**src/rtl/shifter_pkg.sv**
```systemverilog
// rtl/shifter_pkg.sv - shift op encodings shared by the shifter stage and its core
package shifter_pkg;

    localparam int SHIFT_W = 2;

    typedef enum logic [SHIFT_W-1:0] {
        SH_NONE = 2'b00,
        SH_LSL  = 2'b01,
        SH_LSR  = 2'b10,
        SH_ASR  = 2'b11
    } shift_op_t;

endpackage

```
**src/rtl/shifter_core.sv**
```systemverilog
// rtl/shifter_core.sv - combinational single-position shifter between Rm and the ALU B-mux
module shifter_core
    import shifter_pkg::*;
#(
    parameter int WIDTH = 16
) (
    input  logic [WIDTH-1:0]   in,
    input  logic [SHIFT_W-1:0] shift,
    output logic [WIDTH-1:0]   out,
    output logic               carry
);

    always_comb begin
        out   = in;
        carry = 1'b0;
        case (shift_op_t'(shift))
            SH_NONE: begin
                out   = in;
                carry = 1'b0;
            end
            SH_LSL: begin
                out   = {in[WIDTH-2:0], 1'b0};
                carry = in[WIDTH-1];
            end
            SH_LSR: begin
                out   = {1'b0, in[WIDTH-1:1]};
                carry = in[0];
            end
            SH_ASR: begin
                // Sign bit is replicated so a negative operand stays negative.
                out   = {in[WIDTH-1], in[WIDTH-1:1]};
                carry = in[0];
            end
            default: begin
                out   = in;
                carry = 1'b0;
            end
        endcase
    end

endmodule

```
**src/rtl/shifter_stage.sv**
```systemverilog
// rtl/shifter_stage.sv - execute-stage shifter with combinational result and valid-qualified register copy
module shifter_stage
    import shifter_pkg::*;
#(
    parameter int WIDTH = 16
) (
    input  logic               clk,
    input  logic               rst,
    input  logic [WIDTH-1:0]   in,
    input  logic [SHIFT_W-1:0] shift,
    input  logic               in_valid,
    output logic [WIDTH-1:0]   out,
    output logic               carry,
    output logic [WIDTH-1:0]   out_q,
    output logic               carry_q,
    output logic               out_valid
);

    logic [WIDTH-1:0] res_d, res_q;
    logic             cry_d, cry_q;
    logic             vld_d, vld_q;

    shifter_core #(
        .WIDTH (WIDTH)
    ) u_core (
        .in    (in),
        .shift (shift),
        .out   (out),
        .carry (carry)
    );

    // Result and carry only load on valid; valid itself is re-sampled every edge.
    always_comb begin
        res_d = res_q;
        cry_d = cry_q;
        vld_d = in_valid;
        if (in_valid) begin
            res_d = out;
            cry_d = carry;
        end
    end

    always_ff @(posedge clk or negedge rst) begin
        if (!rst) begin
            res_q <= '0;
            cry_q <= 1'b0;
            vld_q <= 1'b0;
        end else begin
            res_q <= res_d;
            cry_q <= cry_d;
            vld_q <= vld_d;
        end
    end

    assign out_q     = res_q;
    assign carry_q   = cry_q;
    assign out_valid = vld_q;

endmodule

```
**config.mk**
```make
export PLATFORM = sky130hd
export DESIGN_NAME = shifter_stage
export DESIGN_NICKNAME = d
export VERILOG_FILES = /design/src/rtl/shifter_pkg.sv /design/src/rtl/shifter_core.sv /design/src/rtl/shifter_stage.sv
export SDC_FILE = /design/constraint.sdc
export NUM_CORES = 1
export LEC_CHECK = 0
export CAP_MARGIN = 20
export CORE_MARGIN = 8
export CORE_UTILIZATION = 41
export CTS_CLUSTER_DIAMETER = 30
export DETAILED_ROUTE_END_ITERATION = 8
export GPL_TIMING_DRIVEN = 0
export HOLD_SLACK_MARGIN = 0.03
export PLACE_DENSITY = 0.82
export SYNTH_ARGS = -nofsm -noshare
export SYNTH_HDL_FRONTEND = slang
export SYNTH_SLANG_ARGS = --single-unit
```
**constraint.sdc**
```tcl
create_clock -name clk -period 2.5 [get_ports clk]
set_clock_uncertainty 0.2 [all_clocks]
set_input_delay 0.375 -clock clk [delete_from_list [all_inputs] [get_ports clk]]
set_output_delay 0.375 -clock clk [all_outputs]
set_load 0.005 [all_outputs]
```
# After elaboration in Yosys (flattened, before gate mapping)
# Cells that the tools add are included.
classes:
  n_reduce_logical: 2
  n_eq_ne: 3
  n_mux: 2
ops:
  columns: ["op", "count"]
  rows:
  - ["one-hot mux 16 bit (4 select lines)", 1]
  - ["== test 2 bit, second input constant", 2]
  - ["one-hot mux 1 bit (3 select lines)", 1]
  - ["== test 2 x 1 -> 1 bit, second input constant", 1]
  - ["zero test 2 bit", 1]
  - ["OR reduction 2 bit", 1]
totals:
  out_inout_bits: 35
  register_bits: 18
  inputBits: 21

# Logic depth before layout (Yosys ltp)
# Gate-level depths: netlist of run 1.
depth:
  ltp_word: 3
  mapped_depth: 5
  ltp_nobuf: 3

# Modules after synthesis
# Synthesis of run 1 repeated with hierarchy kept, for this count alone.
unflattened:
  cells_unflattened: 91
  hier_area_um2: 1064.8
by_module_without_submodules:
  columns: ["mod", "cells_per_inst", "area_each_um2", "instances"]
  rows:
  - ["shifter_stage", 37, 710.7, 1]
  - ["shifter_core", 54, 354.1, 1]

# Worst setup path after synthesis of run 1
# Ideal clock, no wire load.
synth_timing:
  path_kind: "in2out"
  startpoint: "input shift[0]"
  endpoint: "output out[5]"
  slack_ns: 0.894
  t_required_ns: 1.925
  n_path_buf: 2
  t_arrival_ns: 1.031
  path_stages: 4
  path_cell_list: "buf_2 > buf_4 > o211a_1 > a21oi_1"
synth_via:
  elab_chain_len: 2
  elab_cells_between_ends: 5
  classes_between: "eq/ne (3); mux (1); reduce/logical (1)"
synth_lines:
  columns: ["element", "line_no", "rtl"]
  rows:
  - ["start: declaration", "shifter_stage.sv:10", "input logic [SHIFT_W-1:0] shift,"]
  - ["== test 2 bit, or another cell as far along", "shifter_core.sv:16", "case (shift_op_t'(shift))"]
  - ["one-hot mux 16 bit (4 select lines) *", "shifter_core.sv:16", null]
  - ["end: declaration", "shifter_stage.sv:12", "output logic [WIDTH-1:0] out,"]
# Every way passes the cells marked *; elsewhere a longest branch is shown, timed or not.

# Worst setup path after layout of run 1
layout_timing:
  startpoint: "input in[2]"
  endpoint: "output out[2]"
layout_via:
  elab_chain_len: 1
layout_lines:
  columns: ["element", "line_no", "rtl"]
  rows:
  - ["start: declaration", "shifter_stage.sv:9", "input logic [WIDTH-1:0] in,"]
  - ["one-hot mux 16 bit (4 select lines)", "shifter_core.sv:16", null]
# No other way between the ends.

==> results of run 1 <==
where the power goes:
| group | total, mW | switching [mW] | internal [mW] |
|---|---|---|---|
| sequential | 0.340 | 0.0169 | 0.323 |
| combinational | 0.291 | 0.120 | 0.171 |
| clock | 0.180 | 0.0909 | 0.0888 |
| total | 0.811 | 0.228 | 0.582 |
state kept, by name (all words and copies together) (netlist names):
signal / cells
out_valid: 1
carry_q: 1
out_q: 16
per-stage QoR:
stage | instance area, sq um | total power [mW] | utilization | setup WS (ns)
finish | 1765 | 0.8105 | 0.6631 | 0.06918
global route | 1765 | 0.8619 | 0.6631 | 0.002811
global placement | 1695 | 0.6292 | 0.6367 | -0.3126
detailed placement | 1695 | 0.6344 | 0.6367 | -0.3164
CTS | 1752 | 0.8224 | 0.6579 | 0.06711
floorplan | 1106 | 0.4506 | - | 0.8938
cells in the mapped netlist, drive strengths merged:
cell     n
dfrtp   18
mux2     4
clkbuf   6
o21ai   15
inv     28
o22ai   14
o211a   13
nor2b    1
a22o     2
a21oi   14
clkinv   1
nor2     1
nand2   15
a211oi   1
buf      4
timing repair:
item | CTS | global route
setup buffers | 1 | 0
pin swaps | 0 | 0
resized for setup | 9 | 5
setup endpoints to repair | 15 | 9
layout make-up:
cell class,instances,area [sq um]
clock buffers,4,36.28
plain buffers,10,61.31
multi-input cells,80,504.2
inverters,29,110.1
repair buffers,56,564.3
fillers,233,897.1
well taps,31,38.79
flip-flops and latches,18,450.4
layout by cell type, fill, tap and decap left out, drive strengths merged:
cell type	n
clkdlybuf4s50	50
inv	28
dfrtp	18
nand2	15
o21ai	15
a21oi	14
o22ai	14
o211a	13
clkbuf	10
buf	5
mux2	4
dlymetal6s2s	3
a22o	2
clkinv	1
nor2b	1
a211oi	1
nor2	1
clkdlybuf4s15	1
dlygate4sd2	1
worst min-delay path by stage:
stage | end | depth (start not counted) | slack (ns)
CTS | out_q[15]$_DFFE_PN0P_ | 1 | 0.34
detailed placement | out_q[15]$_DFFE_PN0P_ | 1 | 0.31
global route | out_q[0]$_DFFE_PN0P_ | 1 | 0.35
floorplan | carry_q$_DFFE_PN0P_ | 0 | -0.12
global placement | carry_q$_DFFE_PN0P_ | 1 | 0.29
finish | out_q[15]$_DFFE_PN0P_ | 1 | 0.33
cell families (layout without fill, tap and decap cells):
group | count (synthesis) | in the layout | synth area share
flip-flops | 18 | 18 | 0.4072
multiplexers | 4 | 4 | 0.04072
AND/OR/NAND/NOR | 17 | 17 | 0.05995
buffers and inverters | 39 | 99 | 0.1414
AO/OA/AOI/OAI | 59 | 59 | 0.3507
metal layers:
layer	vias up	share of wire	wire length, microns
met5	-	0	0
met4	0	0.0081	29
met3	5	0.094	335
met2	45	0.48	1700
met1	560	0.42	1503
li1	591	-	-
==> flow_summary.yaml, run 1 <==
synth:
  synth_largest_area_cell: "dfrtp_1"
  yosysUniqueCellTypes: 17
  synth_area_leaders: "dfrtp_1 41%, o211a_1 12%, inv_1 9.5%"
  yosysWarnings: 0
  synth_area_sq_um: 1106
  synth_cells: 137
  ys_ff_latch: 18
  syn_nets: 158
  synth_top_area_share: 0.4072
  synth.yosys.seq_area_share: 0.4072
  avgSynthCellArea_sq_um: 8.073
route:
  num_vias: 1201
  via_per_inst: 5.268
  wl_microns: 3570
  first_pass_iters: 4
  drc: 0
  wl_per_cell_microns: 15.66
  first_iter_violations: 31
  antenna_left: 0
worst_setup_path:
  regToRegStartpoint: "out_q[0]$_DFFE_PN0P_"
  cp_cell_sequence: "clkdlybuf4s50_1, inv_1, o211a_1, a21oi_1, clkdlybuf4s50_1"
  r2r_end: "out_q[0]$_DFFE_PN0P_"
  cpMostUsedCell: "clkdlybuf4s50_1"
  crit_end: "out[2]"
  path_buf_inv: 3
  startpoint_type: "input pin"
  worst-path-stages: 5
  critPathMaxStageDelay_ns: 0.53
  crit_start: "in[2]"
  crit_fanout: 3
  r2r_slack_ns: 1.54
  worstPathRequired_ns: 1.92
  path_class: "input pin to output pin"
  reg2reg_depth: 1
  worst_setup_path_end_kind: "output pin"
  arrival_ns: 1.86
  slowest_stage: "clkdlybuf4s50_1"
  critical_path.top_delay_family: "buffers and inverters"
cells_and_area:
  num_antenna_cells: 0
  nNetsFinal: 219
  layout.cells.non_filler: 228
  area_delta_synth_final_pct: 59.62
  layout-drive-gt1-share: 0.08122
grt:
  grt_max_degree: 19
  grtUsageMet1: 0.1908
  overflow: 0
  grtUsageMet3: 0.06547
  grt_use_total: 0.1653
  grt.busiest_layer: "met2"
  grt_pass1_vias: 1328
  grt.met2_usage: 0.2790
  antenna_found_initial: 0
  grt_pass1_wl_microns: 5968
clock_tree:
  clk_pin_slew_ns: 0.10
  cts_buffers: 3
  cts_hold_buf: 0
  h-tree-depth: 1
  clockBufferDepth: 2
  cts_tree: "built"
  cts.sinks: 18
  root_buffer: "clkbuf_4"
  clock_latency_ns: 0.29
floorplanning:
  fp.dieArea_sq_um: 4616
  start_util: 0.4154
  die_h_microns: 67.94
  coreArea_sq_um: 2663
  fp-row-count: 19
  io-pin-count: 56
  fp.dieW_microns: 67.94
placed_design:
  dp.cells: 223
  globalplace.congestion: 0.8351
  port_buffers: 55
  place.detailed.hpwl_microns: 2736
sta:
  finalCriticalPeriod_ns: 2.431
  period_share: 0.9723
  drv_slew: 0
  relSlewSlack: 0.4428
  grt_setup_unrepaired: "no"
  holdWs_ns: 0.3251
  setup_tns_ns: 0
  hold_viol_final: 0
  clock.fmax_mhz: 411.4
  worstMarginPinSlew_ns: 0.8331
  finalSetupViolations: 0
worst_hold_path:
  worstHoldStart: "out_q[15]$_DFFE_PN0P_"
  hold_class: "flip-flop to flip-flop"
power:
  ir_drop_v: 0.0003558
  p_leak_nw: 0.9079
  power_density_nw_per_um2: 459.1
outcome:
  status: "finished clean"
job:
  cap_viol_max_count: 0
No activity file was read; power rests on OpenSTA's default activity.
==> run 2, diff against run 1 <==
--- a/config.mk
+++ b/config.mk
@@ -7,12 +7,12 @@
 export LEC_CHECK = 0
 export CAP_MARGIN = 20
 export CORE_MARGIN = 8
-export CORE_UTILIZATION = 41
+export CORE_UTILIZATION = 42
 export CTS_CLUSTER_DIAMETER = 30
 export DETAILED_ROUTE_END_ITERATION = 8
 export GPL_TIMING_DRIVEN = 0
 export HOLD_SLACK_MARGIN = 0.03
-export PLACE_DENSITY = 0.82
+export PLACE_DENSITY = 0.84
 export SYNTH_ARGS = -nofsm -noshare
 export SYNTH_HDL_FRONTEND = slang
 export SYNTH_SLANG_ARGS = --single-unit
==> run 2 against run 1 <==
Against the previous run: non-clock buffer count increased by 1; register-to-register slack about the same; hold slack improved by 0.0073 ns; clock power increased by 2%; global-route usage increased by 0.89 points; largest power group unchanged; sequential cell count unchanged; critical path depth unchanged; critical endpoint unchanged.
==> flow_summary.yaml, run 2 (synthesized netlist as in run 1, its figures left out) <==
floorplanning:
  fp.dieArea_sq_um: 4531
  coreArea_sq_um: 2477
  die_h_microns: 67.32
  fp.dieW_microns: 67.32
  fp-row-count: 18
  io-pin-count: 56
  start_util: 0.4465
clock_tree:
  clk_pin_slew_ns: 0.11
  cts_tree: "built"
  clock_latency_ns: 0.29
  cts.sinks: 18
  cts_hold_buf: 0
  cts_buffers: 3
  root_buffer: "clkbuf_4"
  clockBufferDepth: 2
  h-tree-depth: 1
power:
  p_switching_mw: 0.2389
  sequentialPowerShare: 0.414
  power_density_nw_per_um2: 467.8
  total_power_mw: 0.8223
  p_clk_frac: 0.224
  ir_drop_v: 0.0003509
  internal_power_mw: 0.5834
  switching_share: 0.2906
  power_frac_comb: 0.362
  p_leak_nw: 0.8945
cells_and_area:
  layout-drive-gt1-share: 0.09091
  area_delta_synth_final_pct: 58.94
  largest_register_ffs: 16
  final_cell_mix: "52 x clkdlybuf4s50_1, 28 x inv_1, 18 x dfrtp_1"
  layout_commonest_cell: "clkdlybuf4s50_1"
  final_cell_area_sq_um: 1758
  num_antenna_cells: 0
  nNetsFinal: 220
worst_setup_path:
  regToRegStartpoint: "carry_q$_DFFE_PN0P_"
  cpMostUsedCell: "clkdlybuf4s50_1"
  reg2reg_depth: 1
  path_class: "input pin to output pin"
  r2r_slack_ns: 1.54
  path_buf_inv: 3
  r2r_end: "carry_q$_DFFE_PN0P_"
  slowest_stage: "clkdlybuf4s50_1"
  critical_path.top_delay_family: "buffers and inverters"
  arrival_ns: 1.87
  worst_setup_path_end_kind: "output pin"
  startpoint_type: "input pin"
  crit_fanout: 3
  critPathMaxStageDelay_ns: 0.53
  cp_cell_sequence: "clkdlybuf4s50_1, inv_1, o211a_1, a21oi_1, clkdlybuf4s50_1"
  worstPathRequired_ns: 1.92
route:
  routed.top_layer: "met4"
  met1Wirelength_microns: 1428
  antenna_left: 0
  via_per_inst: 5.491
  wl_met3_microns: 426
  wl_microns: 3810
  wl_met2_microns: 1940
  wl_per_cell_microns: 16.71
  drc: 0
  num_vias: 1252
  first_iter_violations: 77
  first_pass_iters: 4
sta:
  finalSetupViolations: 0
  drv_slew: 0
  hold_viol_final: 0
  clock.fmax_mhz: 409.1
  period_share: 0.9778
  worstMarginPinSlew_ns: 0.8593
  relSlewSlack: 0.4253
  finalCriticalPeriod_ns: 2.444
  grt_setup_unrepaired: "no"
placed_design:
  placed_cell_area_sq_um: 1694
  globalplace.congestion: 0.8018
  port_buffers: 55
  place.detailed.hpwl_microns: 2929
worst_hold_path:
  hold_class: "flip-flop to flip-flop"
  min_to: "out_q[15]$_DFFE_PN0P_"
  worstHoldStart: "out_q[15]$_DFFE_PN0P_"
  hold_depth: 1
grt:
  grt_pass1_vias: 1361
  grt_use_total: 0.1743
  grt_max_degree: 19
  antenna_found_initial: 0
  overflow: 0
  grt_pass1_wl_microns: 6285
outcome:
  status: "finished clean"
job:
  cap_viol_max_count: 0
-- run 2: cell types whose count changed in the layout (fill, tap and decap cells not counted), sizes merged --
cell           change
clkdlybuf4s50      +2
dlymetal6s2s       -2
clkbuf             +1
buf                +1
clkdlybuf4s15      -1
-- run 2: metal layers --
| metal | global-route usage | vias up |
|---|---|---|
| met5 | 0 | - |
| li1 | - | 589 |
| met2 | 0.3154 | 60 |
| met4 | 0.03394 | 0 |
| met1 | 0.1813 | 601 |
| met3 | 0.08113 | 2 |
-- run 2: area by class of cell --
class | count | area (sq um)
buffer | 10 | 58.81
inverter | 29 | 110.1
sequential | 18 | 450.4
multi-input combinational | 80 | 503.0
timing repair buffer | 57 | 561.8
clock buffer | 4 | 36.28
tap | 30 | 37.54
fill | 208 | 719.4
-- run 2: how the worst max path moves through the flow --
stage	depth (start not counted)	start	to
after floorplan	4	shift[0]	out[5]
after global placement	6	shift[1]	out[3]
after detailed placement	6	shift[1]	out[3]
after CTS	7	shift[0]	out[3]
after global routing	5	in[1]	out[1]
final	5	in[2]	out[2]
-- run 2: power groups by stage --
stage / sequential (mW) / clock [mW] / combinational [mW]
4_1_cts: 0.341 / 0.186 / 0.298
5_1_grt: 0.345 / 0.194 / 0.323
3_5_place_dp: 0.347 / 0 / 0.292
2_1_floorplan: 0.348 / 0 / 0.103
6_report: 0.340 / 0.184 / 0.297
3_3_place_gp: 0.344 / 0 / 0.287
-- run 2: metrics by stage --
stage	setup WS, ns	hold WS (ns)	instances	TNS (ns)	utilization
floorplan	0.8938	-0.1206	137	0	-
global placement	-0.3375	0.2894	222	-3.063	0.6838
detailed placement	-0.3655	0.3082	222	-3.397	0.6838
finish	0.05551	0.3324	228	0	0.7096
global route	0.009880	0.3515	228	0	0.7096
CTS	0.05164	0.3358	228	0	0.7086
-- run 2: timing repair --
action | CTS | global route
resized for setup | 8 | 4
setup endpoints to repair | 15 | 8
setup buffers | 2 | 0
==> run 3, diff against run 2 <==
--- a/config.mk
+++ b/config.mk
@@ -7,12 +7,13 @@
 export LEC_CHECK = 0
 export CAP_MARGIN = 20
 export CORE_MARGIN = 8
-export CORE_UTILIZATION = 42
+export CORE_UTILIZATION = 39
 export CTS_CLUSTER_DIAMETER = 30
 export DETAILED_ROUTE_END_ITERATION = 8
 export GPL_TIMING_DRIVEN = 0
 export HOLD_SLACK_MARGIN = 0.03
-export PLACE_DENSITY = 0.84
+export PLACE_DENSITY = 0.8
 export SYNTH_ARGS = -nofsm -noshare
 export SYNTH_HDL_FRONTEND = slang
+export SYNTH_HIERARCHICAL = 1
 export SYNTH_SLANG_ARGS = --single-unit
==> constraint.sdc (replaced) <==
create_clock -name clk -period 2.42 [get_ports clk]
set_clock_uncertainty 0.2 [all_clocks]
set_input_delay 0.363 -clock clk [delete_from_list [all_inputs] [get_ports clk]]
set_output_delay 0.363 -clock clk [all_outputs]
set_load 0.005 [all_outputs]
==> run 3 against run 2 <==
Against the previous run: hold slack lost 0.016 ns; die area up 2.8%; sequential cell count is the same; utilization fell by 7.8 points; clock-buffer cell count did not move; combinational power grew 4%.
==> flow_summary.yaml, run 3 <==
sta:
  clock.fmax_mhz: 427.8
  finalSetupViolations: 0
  period_share: 0.9659
  finalCriticalPeriod_ns: 2.338
  hold_viol_final: 0
  holdWs_ns: 0.3164
  drv_slew: 0
  worstMarginPinSlew_ns: 0.8147
  relSlewSlack: 0.4552
  setup_tns_ns: 0
  grt_setup_unrepaired: "no"
floorplanning:
  fp.dieW_microns: 68.25
  coreArea_sq_um: 2663
  start_util: 0.3999
  fp.dieArea_sq_um: 4658
  die_h_microns: 68.25
  fp-row-count: 19
  io-pin-count: 56
cells_and_area:
  multi_input_area_sq_um: 536.8
  layout-drive-gt1-share: 0.1879
  nNetsFinal: 171
  layout_commonest_cell: "clkdlybuf4s50_1"
  fillers: 217
  num_antenna_cells: 0
  utilization: 0.6311
  regArea_sq_um: 450.4
  area_delta_synth_final_pct: 57.81
  final_cell_mix: "52 x clkdlybuf4s50_1, 18 x dfrtp_1, 16 x nand2_1"
  largest_register_ffs: 16
worst_setup_path:
  cp_cell_sequence: "clkdlybuf4s50_1, mux2_1, a22o_1, clkdlybuf4s50_1"
  path_buf_inv: 2
  worst-path-stages: 4
  worst_setup_path_end_kind: "output pin"
  startpoint_type: "input pin"
  reg2reg_depth: 1
  arrival_ns: 1.77
  path_class: "input pin to output pin"
  crit_fanout: 4
  critPathMaxStageDelay_ns: 0.46
  critical_path.top_delay_family: "buffers and inverters"
  slowest_stage: "clkdlybuf4s50_1"
  worstPathRequired_ns: 1.86
  cpMostUsedCell: "clkdlybuf4s50_1"
clock_tree:
  cts_tree: "built"
  h-tree-depth: 1
  clockBufferDepth: 2
  cts_hold_buf: 0
  cts_buffers: 3
  clk_pin_slew_ns: 0.11
  root_buffer: "clkbuf_4"
  cts.sinks: 18
  clock_latency_ns: 0.29
synth:
  synth.yosys.seq_area_share: 0.4230
  synth_largest_area_cell: "dfrtp_1"
  synth_area_sq_um: 1065
  yosysMostFrequentCell: "dfrtp_1"
  yosys_most_used_dff: "dfrtp_1"
  async_flop_share: 1.000
  yosys-top-cells-count: "18 x dfrtp_1, 16 x nand2_1, 14 x mux2i_1"
  ys_ff_latch: 18
  synth_cells: 91
  synth_top_area_share: 0.4230
  synth_area_leaders: "dfrtp_1 42%, mux2_4 14%, mux2i_1 13%"
  synth_edf_count: 0
  avgSynthCellArea_sq_um: 11.70
  yosysWarnings: 6
  yosysUniqueCellTypes: 13
  syn_nets: 112
grt:
  grt_max_degree: 19
  grt_use_total: 0.1313
  grt_pass1_wl_microns: 4650
  antenna_found_initial: 0
  overflow: 0
  grt_pass1_vias: 1030
worst_hold_path:
  hold_depth: 1
  hold_class: "flip-flop to flip-flop"
power:
  power_density_nw_per_um2: 510.6
  ir_drop_v: 0.0004497
  p_leak_nw: 0.7579
route:
  drc: 0
  antenna_left: 0
  wl_microns: 2956
  num_vias: 906
  first_pass_iters: 4
  wl_per_cell_microns: 16.42
  via_per_inst: 5.033
  first_iter_violations: 16
placed_design:
  globalplace.congestion: 0.7265
  port_buffers: 54
  place.detailed.hpwl_microns: 2396
outcome:
  status: "finished clean"
job:
  cap_viol_max_count: 0
run 3: cells by family (layout without fill, tap and decap cells):
kind of cell,count (synthesis),count (layout),synth area share
muxes,32,32,0.3572
DFF,18,18,0.4230
AOI/OAI and AO/OA,17,17,0.08696
and+or+nand+nor,17,17,0.05993
buffers and inverters,7,65,0.07285
run 3: through the flow:
step                      std cells  cell area, sq um  power [mW]  setup slack (ns)
final                           180              1680      0.8581           0.08249
after global routing            180              1680      0.9030          0.004137
after CTS                       180              1680      0.8707           0.07983
after detailed placement        176              1644      0.6787          -0.08163
after global placement          176              1644      0.6714          -0.03715
after floorplan                  91              1065      0.4857            0.9560
run 3: path summary, 6_finish.rpt:
| check | start | end | slack (ns) |
|---|---|---|---|
| worst max register to register | out_q[12]$_DFFE_PN0P_ | out_q[12]$_DFFE_PN0P_ | 1.44 |
| min in group asynchronous | rst | out_q[15]$_DFFE_PN0P_ | 0.33 |
| worst min register to register | out_q[2]$_DFFE_PN0P_ | out_q[2]$_DFFE_PN0P_ | 0.32 |
| worst min-delay path | out_q[2]$_DFFE_PN0P_ | out_q[2]$_DFFE_PN0P_ | 0.32 |
| worst max-delay path | in[15] | out[15] | 0.08 |
| max in group asynchronous | rst | out_q[8]$_DFFE_PN0P_ | 1.19 |
run 3: what timing repair did:
action                     4_1_cts  5_1_grt
setup endpoints to repair       16        0
gates resized for setup          6        0
buffers inserted                 0        0
run 3: report_power, final:
group | switching [mW] | leakage [nW] | internal, mW
clock | 0.0984 | 0.0210 | 0.0916
sequential | 0.0203 | 0.217 | 0.339
combinational | 0.104 | 0.520 | 0.205
run 3: final cells by class:
| class | count | share of cell area |
|---|---|---|
| plain buffers | 7 | 0.04765 |
| clock buffers | 4 | 0.02159 |
| multi-input cells | 66 | 0.3194 |
| flip-flops and latches | 18 | 0.2681 |
| well taps | 31 | 0.02308 |
| repair buffers | 54 | 0.3202 |
run 3: per-layer routing:
metal / GRT usage / share of wire / up-vias
li1: - / - / 438
met1: 0.1324 / 0.37 / 428
met2: 0.2239 / 0.49 / 38
met3: 0.07856 / 0.14 / 2
met4: 0.03836 / 0.0061 / 0
met5: 0 / 0 / -
